**config.mk**
```make
export PLATFORM = sky130hd
export DESIGN_NAME = jolt80_mem_arbiter
export DESIGN_NICKNAME = d
export VERILOG_FILES = /design/src/rtl/jolt80_mem_arbiter.sv
export SDC_FILE = /design/constraint.sdc
export NUM_CORES = 1
export LEC_CHECK = 0
export BUFFER_PORTS_ARGS = -buffer_cell sky130_fd_sc_hd__clkbuf_2
export CAP_MARGIN = 20
export CORE_MARGIN = 2
export CORE_UTILIZATION = 45
export DETAILED_ROUTE_END_ITERATION = 16
export PLACE_DENSITY = 0.88
export SKIP_CTS_REPAIR_TIMING = 1
export SYNTH_ARGS = -nofsm -noshare
export SYNTH_HDL_FRONTEND = slang
export SYNTH_SLANG_ARGS = --single-unit
```
**constraint.sdc**
```tcl
create_clock -name clk -period 1.6 [get_ports clk]
set_input_delay 0.08 -clock clk [delete_from_list [all_inputs] [get_ports clk]]
set_output_delay 0.08 -clock clk [all_outputs]
set_load 0.01 [all_outputs]
```
**src/rtl/jolt80_mem_arbiter.sv**
```systemverilog
// Purpose : two-requester arbiter in front of the single Jolt80 test memory port
//           (requester 0 = CPU bus, requester 1 = DMA/debug loader), round-robin on collision.
// Latency : req seen in IDLE at cycle 0, mem_data_ready at cycle N>=1 -> ready pulse at N+1;
//           one access per 3 cycles back-to-back.
// Backpressure: requesters hold req until their ready pulse; the memory holds off by
//           withholding mem_data_ready. WAIT then lasts indefinitely unless
//           JOLT80_MEM_ARB_TIMEOUT_EN is defined.
//
// Optional feature macro: JOLT80_MEM_ARB_TIMEOUT_EN
//   Defining it adds a WAIT-cycle counter. After TIMEOUT_CYCLES silent WAIT cycles the
//   access is aborted, returning rdata=0 together with the timeout_err and timeout_seen ports.
//
// Ports:
//   clk, reset          single clock, synchronous active-high reset
//   mN_req              request level, held until mN_ready
//   mN_addr/we/acc_sz   access descriptor (acc_sz: 0 = 8-bit, 1 = 16-bit)
//   mN_wdata            write data
//   mN_rdata            registered read data for requester N
//   mN_ready            one-cycle completion pulse
//   mem_req_rdwr        memory request, high for the whole WAIT phase
//   mem_addr/we/acc_sz/wdata  descriptor latched at grant
//   mem_rdata           memory read data (already size-muxed)
//   mem_data_ready      memory completion
//   busy                arbiter is not idle
//   last_grant          index of the most recently granted requester
//   timeout_err         (optional) pulses with the ready of a timed-out access
//   timeout_seen        (optional) sticky timeout flag, cleared only by reset
module jolt80_mem_arbiter #(
  parameter int ADDR_WIDTH     = 16,
  parameter int DATA_WIDTH     = 16,
  parameter int TIMEOUT_CYCLES = 64
) (
  input  logic                  clk,
  input  logic                  reset,
  input  logic                  m0_req,
  input  logic [ADDR_WIDTH-1:0] m0_addr,
  input  logic                  m0_we,
  input  logic                  m0_acc_sz,
  input  logic [DATA_WIDTH-1:0] m0_wdata,
  output logic [DATA_WIDTH-1:0] m0_rdata,
  output logic                  m0_ready,
  input  logic                  m1_req,
  input  logic [ADDR_WIDTH-1:0] m1_addr,
  input  logic                  m1_we,
  input  logic                  m1_acc_sz,
  input  logic [DATA_WIDTH-1:0] m1_wdata,
  output logic [DATA_WIDTH-1:0] m1_rdata,
  output logic                  m1_ready,
  output logic                  mem_req_rdwr,
  output logic [ADDR_WIDTH-1:0] mem_addr,
  output logic                  mem_we,
  output logic                  mem_acc_sz,
  output logic [DATA_WIDTH-1:0] mem_wdata,
  input  logic [DATA_WIDTH-1:0] mem_rdata,
  input  logic                  mem_data_ready,
  output logic                  busy,
  output logic                  last_grant
`ifdef JOLT80_MEM_ARB_TIMEOUT_EN
  ,
  output logic                  timeout_err,
  output logic                  timeout_seen
`endif
);

  // Access-size encoding shared with the CPU package (cpu_data_acc_sz_8 / _16).
  localparam logic ACC_SZ_8 = 1'b0;

  if (TIMEOUT_CYCLES < 2) begin : g_bad_timeout
    $error("jolt80_mem_arbiter: TIMEOUT_CYCLES must be >= 2");
  end
  if (DATA_WIDTH < 9) begin : g_bad_data_width
    $error("jolt80_mem_arbiter: DATA_WIDTH must be > 8");
  end

  typedef enum logic [1:0] {
    ST_IDLE,
    ST_WAIT,
    ST_DONE
  } state_t;

  state_t state;

  // Arbitration: a lone requester wins outright; on a tie the one not served last wins.
  logic grant_any;
  logic grant_idx;

  always_comb begin
    grant_any = m0_req | m1_req;
    grant_idx = 1'b0;
    if (m0_req && m1_req) begin
      grant_idx = ~last_grant;
    end else if (m1_req) begin
      grant_idx = 1'b1;
    end
  end

  // Byte reads return zero in the upper bits regardless of what the memory drives there.
  logic [DATA_WIDTH-1:0] rd_capture;
  assign rd_capture = (mem_acc_sz == ACC_SZ_8) ? {{(DATA_WIDTH-8){1'b0}}, mem_rdata[7:0]}
                                               : mem_rdata;

  assign busy = (state != ST_IDLE);

`ifdef JOLT80_MEM_ARB_TIMEOUT_EN
  localparam int CW = $clog2(TIMEOUT_CYCLES);
  localparam logic [CW-1:0] CNT_LAST = CW'(TIMEOUT_CYCLES - 1);
  logic [CW-1:0] wait_cnt;
`endif

  always_ff @(posedge clk) begin
    if (reset) begin
      state        <= ST_IDLE;
      m0_ready     <= 1'b0;
      m1_ready     <= 1'b0;
      m0_rdata     <= '0;
      m1_rdata     <= '0;
      mem_req_rdwr <= 1'b0;
      mem_addr     <= '0;
      mem_we       <= 1'b0;
      mem_acc_sz   <= 1'b0;
      mem_wdata    <= '0;
      last_grant   <= 1'b1;  // m0 wins the first tie
`ifdef JOLT80_MEM_ARB_TIMEOUT_EN
      wait_cnt     <= '0;
      timeout_err  <= 1'b0;
      timeout_seen <= 1'b0;
`endif
    end else begin
      m0_ready <= 1'b0;
      m1_ready <= 1'b0;
`ifdef JOLT80_MEM_ARB_TIMEOUT_EN
      timeout_err <= 1'b0;
`endif
      case (state)
        ST_IDLE: begin
          if (grant_any) begin
            last_grant   <= grant_idx;
            mem_addr     <= grant_idx ? m1_addr   : m0_addr;
            mem_we       <= grant_idx ? m1_we     : m0_we;
            mem_acc_sz   <= grant_idx ? m1_acc_sz : m0_acc_sz;
            mem_wdata    <= grant_idx ? m1_wdata  : m0_wdata;
            mem_req_rdwr <= 1'b1;
            state        <= ST_WAIT;
`ifdef JOLT80_MEM_ARB_TIMEOUT_EN
            wait_cnt     <= '0;
`endif
          end
        end

        // last_grant names the winner for the whole access; requester inputs are ignored here.
        ST_WAIT: begin
          if (mem_data_ready) begin
            if (!mem_we) begin
              if (last_grant) m1_rdata <= rd_capture;
              else            m0_rdata <= rd_capture;
            end
            if (last_grant) m1_ready <= 1'b1;
            else            m0_ready <= 1'b1;
            mem_req_rdwr <= 1'b0;
            state        <= ST_DONE;
          end
`ifdef JOLT80_MEM_ARB_TIMEOUT_EN
          // A completion on the same edge as the timeout wins (branch above).
          else if (wait_cnt == CNT_LAST) begin
            if (last_grant) begin
              m1_rdata <= '0;
              m1_ready <= 1'b1;
            end else begin
              m0_rdata <= '0;
              m0_ready <= 1'b1;
            end
            timeout_err  <= 1'b1;
            timeout_seen <= 1'b1;
            mem_req_rdwr <= 1'b0;
            state        <= ST_DONE;
          end else begin
            wait_cnt <= wait_cnt + 1'b1;
          end
`endif
        end

        // Ready pulse is visible during this state; requests are not sampled here.
        ST_DONE: begin
          state <= ST_IDLE;
        end

        default: begin
          state <= ST_IDLE;
        end
      endcase
    end
  end

endmodule

```
Word-level counts from Yosys, hierarchy flattened
Index checks and enable logic that the tools add are counted.

cells by class
  eq/ne operators = 3
  multiplexer cells = 15
  reduce and logical (&&, ||, !) cells = 10
  bitwise operators = 5

operators by type and width
  kind                                            count
  two-way mux 16 bit                              3
  two-way mux 1 bit                               8
  AND reduction 4 bit                             2
  two-way mux 2 bit                               2
  inequality test 2 bit (second input constant)   2
  inverter 1 bit                                  4
  one-hot mux 2 bit (2 select lines)              1
  AND reduction 2 bit                             2
  nonzero test 2 bit                              2
  AND reduction 3 bit                             1
  OR reduction 3 bit                              1
  == test 2 x 1 -> 1 bit (second input constant)  1
  zero test 2 bit                                 1
  one-hot mux 1 bit (2 select lines)              1
  logical AND 1 bit                               1
  OR 1 bit                                        1

storage, ports and cells
  register bits after elaboration = 72
  output and inout bits = 71
  input bits = 89
  logic and storage cells = 44

Logic depth before layout (Yosys ltp)
  word-level depth = 3
  depth in mapped cells = 6
  mapped depth without buffers = 3

Least setup slack after synthesis
OpenSTA, ideal clock, no wires.

  path type = flip-flop to flip-flop
  start = register last_grant
  end = register m1_rdata[9]
  arrival = 1.375 ns
  cell stages (with the launch flop) = 6
  library setup time = 0.119 ns
  slack = 0.106 ns
  buffers on the path = 3
  data required time = 1.481 ns
  clock period less this slack = 1.494 ns
  cells stage by stage = dfxtp_1 buf_2 or4b_1 buf_6 buf_12 mux2i_1

on the way
  longest elaborated chain between the ends = 1

RTL lines
  what                           line  text
  start: declaration             57    output logic last_grant
  start signal: assignment       137   last_grant <= grant_idx;
  AND reduction 4 bit (no line)  n/a
  end signal: assignment         154   if (last_grant) m1_rdata <= rd_capture;
  end: declaration               47    output logic [DATA_WIDTH-1:0] m1_rdata,

No other way between the ends.
A chain may end at the register's enable or synchronous reset.

Worst setup path in the final report
  start = register last_grant
  end = register m0_rdata[12]

on the way
  longest elaborated chain between the ends = 2

RTL lines
  what                           line  text
  inverter 1 bit (no line)       n/a
  AND reduction 4 bit (no line)  n/a
  end signal: assignment         155   else m0_rdata <= rd_capture;
  end: declaration               40    output logic [DATA_WIDTH-1:0] m0_rdata,

No other way between the ends.

==> impl_results.md <==
- Outcome: finished, violations left
- Failing checks: negative hold slack
- Synth Instances: 343
- DR pass1 iterations: 5
- Tmin final: 1.50 ns
- FP Rows: 30
- Internal: 0.00308 W
- Final Cycle Share: 93.5%
- Non-Filler Instances: 619
- Syn avg cell area: 9.02 sq um
- Placed Cells incl. Taps: 561
- Syn_nets: 432
- Area growth from synthesis to layout: 47.7%
- Nets: 623
- Sequential Power Share: 46.2%
- DP Wirelength: 6000 um
- Die area: 0.00755 sq mm
- CTS buffer count: 9
- Vias per cell: 5.36
- Fill count: 515
- Min-Delay Path Class: in2reg
- Worst slew margin: 71.3%
- CTS tree: built
- DR iter-0 viols: 175
- Clk pwr share: 33.6%
- Fraction of layout cells with a size suffix above 1: 35.8%
- Antenna-violating nets left: 0
- Starting Density: 46.0%
- Clk buf depth: 2
- Crit path DAT: 1.71 ns
- Top cell family by delay on the critical path: simple AND/OR/NAND/NOR gates
- Post-Syn Area: 0.00309 sq mm
- First-pass GRT wire length: 13300 um
- Critical path, cell by cell: or4_1, mux2i_1
- Post-synthesis sequential area ratio: 46.6%
- Hold Fails Final Rpt: 8
- H-tree levels: 3
- Routed length per instance: 15.2 um
- Core area: 0.00672 sq mm
- Maxcap violations: 0
- R2r setup slk: 0.10 ns
- Worst Skew: 0.00863 ns
- Total grt overflow: 0
- Critical Path RT: 1.81 ns
- VDD IR max: 0.519 mV
- Port Buf Inserts: 159
- Via count: 3320
- Pin count of the biggest net entering global routing: 49
- Sw Share: 29.2%
- Register bit count reported by yosys: 72
- Critical path buffers and inverters: 0
- CP Max Fanout: 9
- CP max stage cell: or4_1
- Clk slew on worst S/H paths: 0.08 ns
- Comb pwr share: 20.2%
- Highest Clock Rate: 668 MHz
- WL final: 9430 um
- Ant diodes: 0
- GRT Util Overall: 21.9%
- Setup crit start kind: flip-flop
- NetSw: 0.00127 W
- Total power: 0.00435 W
- Placer congestion estimate: 0.773
- Chip height: 86.9 um
- Pleak: 2.20 nW
- Max Slew Vio Count: 0
- Setup TNS: 0 ns
- Root buffer cell: clkbuf_8
- Vias in the first global route: 2889
- Least-Margin Pin Slew: 0.431 ns
- Power Density: 953 mW/mm^2
- Initial antenna violation count: 0
- Most common cell after layout, fill and taps aside: clkbuf_2
- Hold Slack: -0.0130 ns
- Clock sink count: 72
- Worst path max stage delay: 0.77 ns
- Die width: 86.9 um
- DRC viols: 0
- WS Path Type: reg2reg
- Worst Setup End Kind: flip-flop
- Yosys warning total: 0
- Most frequent cells in the layout: clkbuf_2, dfxtp_1, nand2_1, dlygate4sd3_1, nand2b_1
- Count of final setup violators: 0
- I/O Pins: 160
- Netlist cell types: 25
- Worst-skew pair later-pin latency: 0.34 ns
## cell usage after synthesis
library cell   n  area share [%]
nand2_1       71             8.6
or4b_1         1            0.32
dfxtp_1       72              47
buf_12         1            0.65
a21boi_0       1            0.24
or4_1          1            0.24
a311oi_1      34             9.6
clkbuf_1      20             2.4
inv_1          1            0.12
mux2i_1       32              10
nand3b_1       9             2.2
nand2b_1      40             8.1
buf_2         10             1.6
a21boi_2       1            0.36
nor2_1         2            0.24
or2_1          1            0.20
a21oi_1       36             5.8
nor3_1         1            0.16
or3b_2         1            0.28
nor4_1         1            0.20
buf_1          2            0.24
buf_6          1            0.36
a211o_1        1            0.28
and2_1         2            0.40
a21bo_2        1            0.32
## sequential cells by signal, indices dropped and copies added, names as in the netlist
register / flops
m0_rdata: 16
m1_rdata: 16
mem_addr: 16
mem_wdata: 16
state: 2
last_grant: 1
m0_ready: 1
m1_ready: 1
mem_acc_sz: 1
mem_req_rdwr: 1
mem_we: 1
## worst min-delay path: stages
cell and delay (ns):
clkbuf_2 0.08, nand2_1 0.05, a311oi_1 0.07
## metrics by stage
step                      hold WS (ns)  worst slack, ns  area [sq um]  utilization (%)
after floorplan                  0.240            0.106          3090                -
after global placement           0.328            0.178          3940             58.7
after detailed placement         0.336            0.128          3940             58.7
after CTS                      -0.0359            0.106          4150             61.7
after global routing         0.0000532         -0.00363          4570             68.0
final                          -0.0130            0.104          4570             68.0
## routing by layer
layer	vias up	wire, um	GRT usage, %
li1	1584	-	-
met1	1522	3740	27.2
met2	192	4730	37.4
met3	22	720	5.69
met4	0	233	5.97
met5	-	0	0
## power groups by stage
| stage | registers (W) | clock network [W] | logic [W] |
|---|---|---|---|
| 2_1_floorplan | 0.00208 | 0 | 0.000410 |
| 3_3_place_gp | 0.00204 | 0 | 0.000767 |
| 3_5_place_dp | 0.00205 | 0 | 0.000787 |
| 4_1_cts | 0.00201 | 0.00150 | 0.000788 |
| 5_1_grt | 0.00203 | 0.00157 | 0.000958 |
| 6_report | 0.00201 | 0.00146 | 0.000878 |
## cell families (layout without fill, tap and decap cells)
| kind of cell | count (synthesis) | count (layout) | share of synthesized area, % |
|---|---|---|---|
| AOI/OAI and AO/OA | 74 | 74 | 16.7 |
| buffers and inverters | 35 | 231 | 5.42 |
| DFF | 72 | 72 | 46.6 |
| muxes | 32 | 32 | 10.4 |
| and+or+nand+nor | 130 | 130 | 21.0 |
## area by class of cell
type	count	area, sq um	area share [%]
well taps	80	100	2.19
inverters	1	3.75	0.0822
multi-input cells	236	1490	32.7
repair buffers	214	1330	29.0
clock inverters	7	78.8	1.73
clock buffers	9	124	2.71
flip-flops and latches	72	1440	31.6
## worst paths after layout
kind                 from      endpoint  cells past startpoint
max            last_grant  m0_rdata[12]                      2
min           m0_wdata[7]  mem_wdata[7]                      3
max reg2reg    last_grant  m0_rdata[12]                      2
min reg2reg  mem_req_rdwr  mem_req_rdwr                      2
Note: power is estimated with default switching activity, not from simulation.
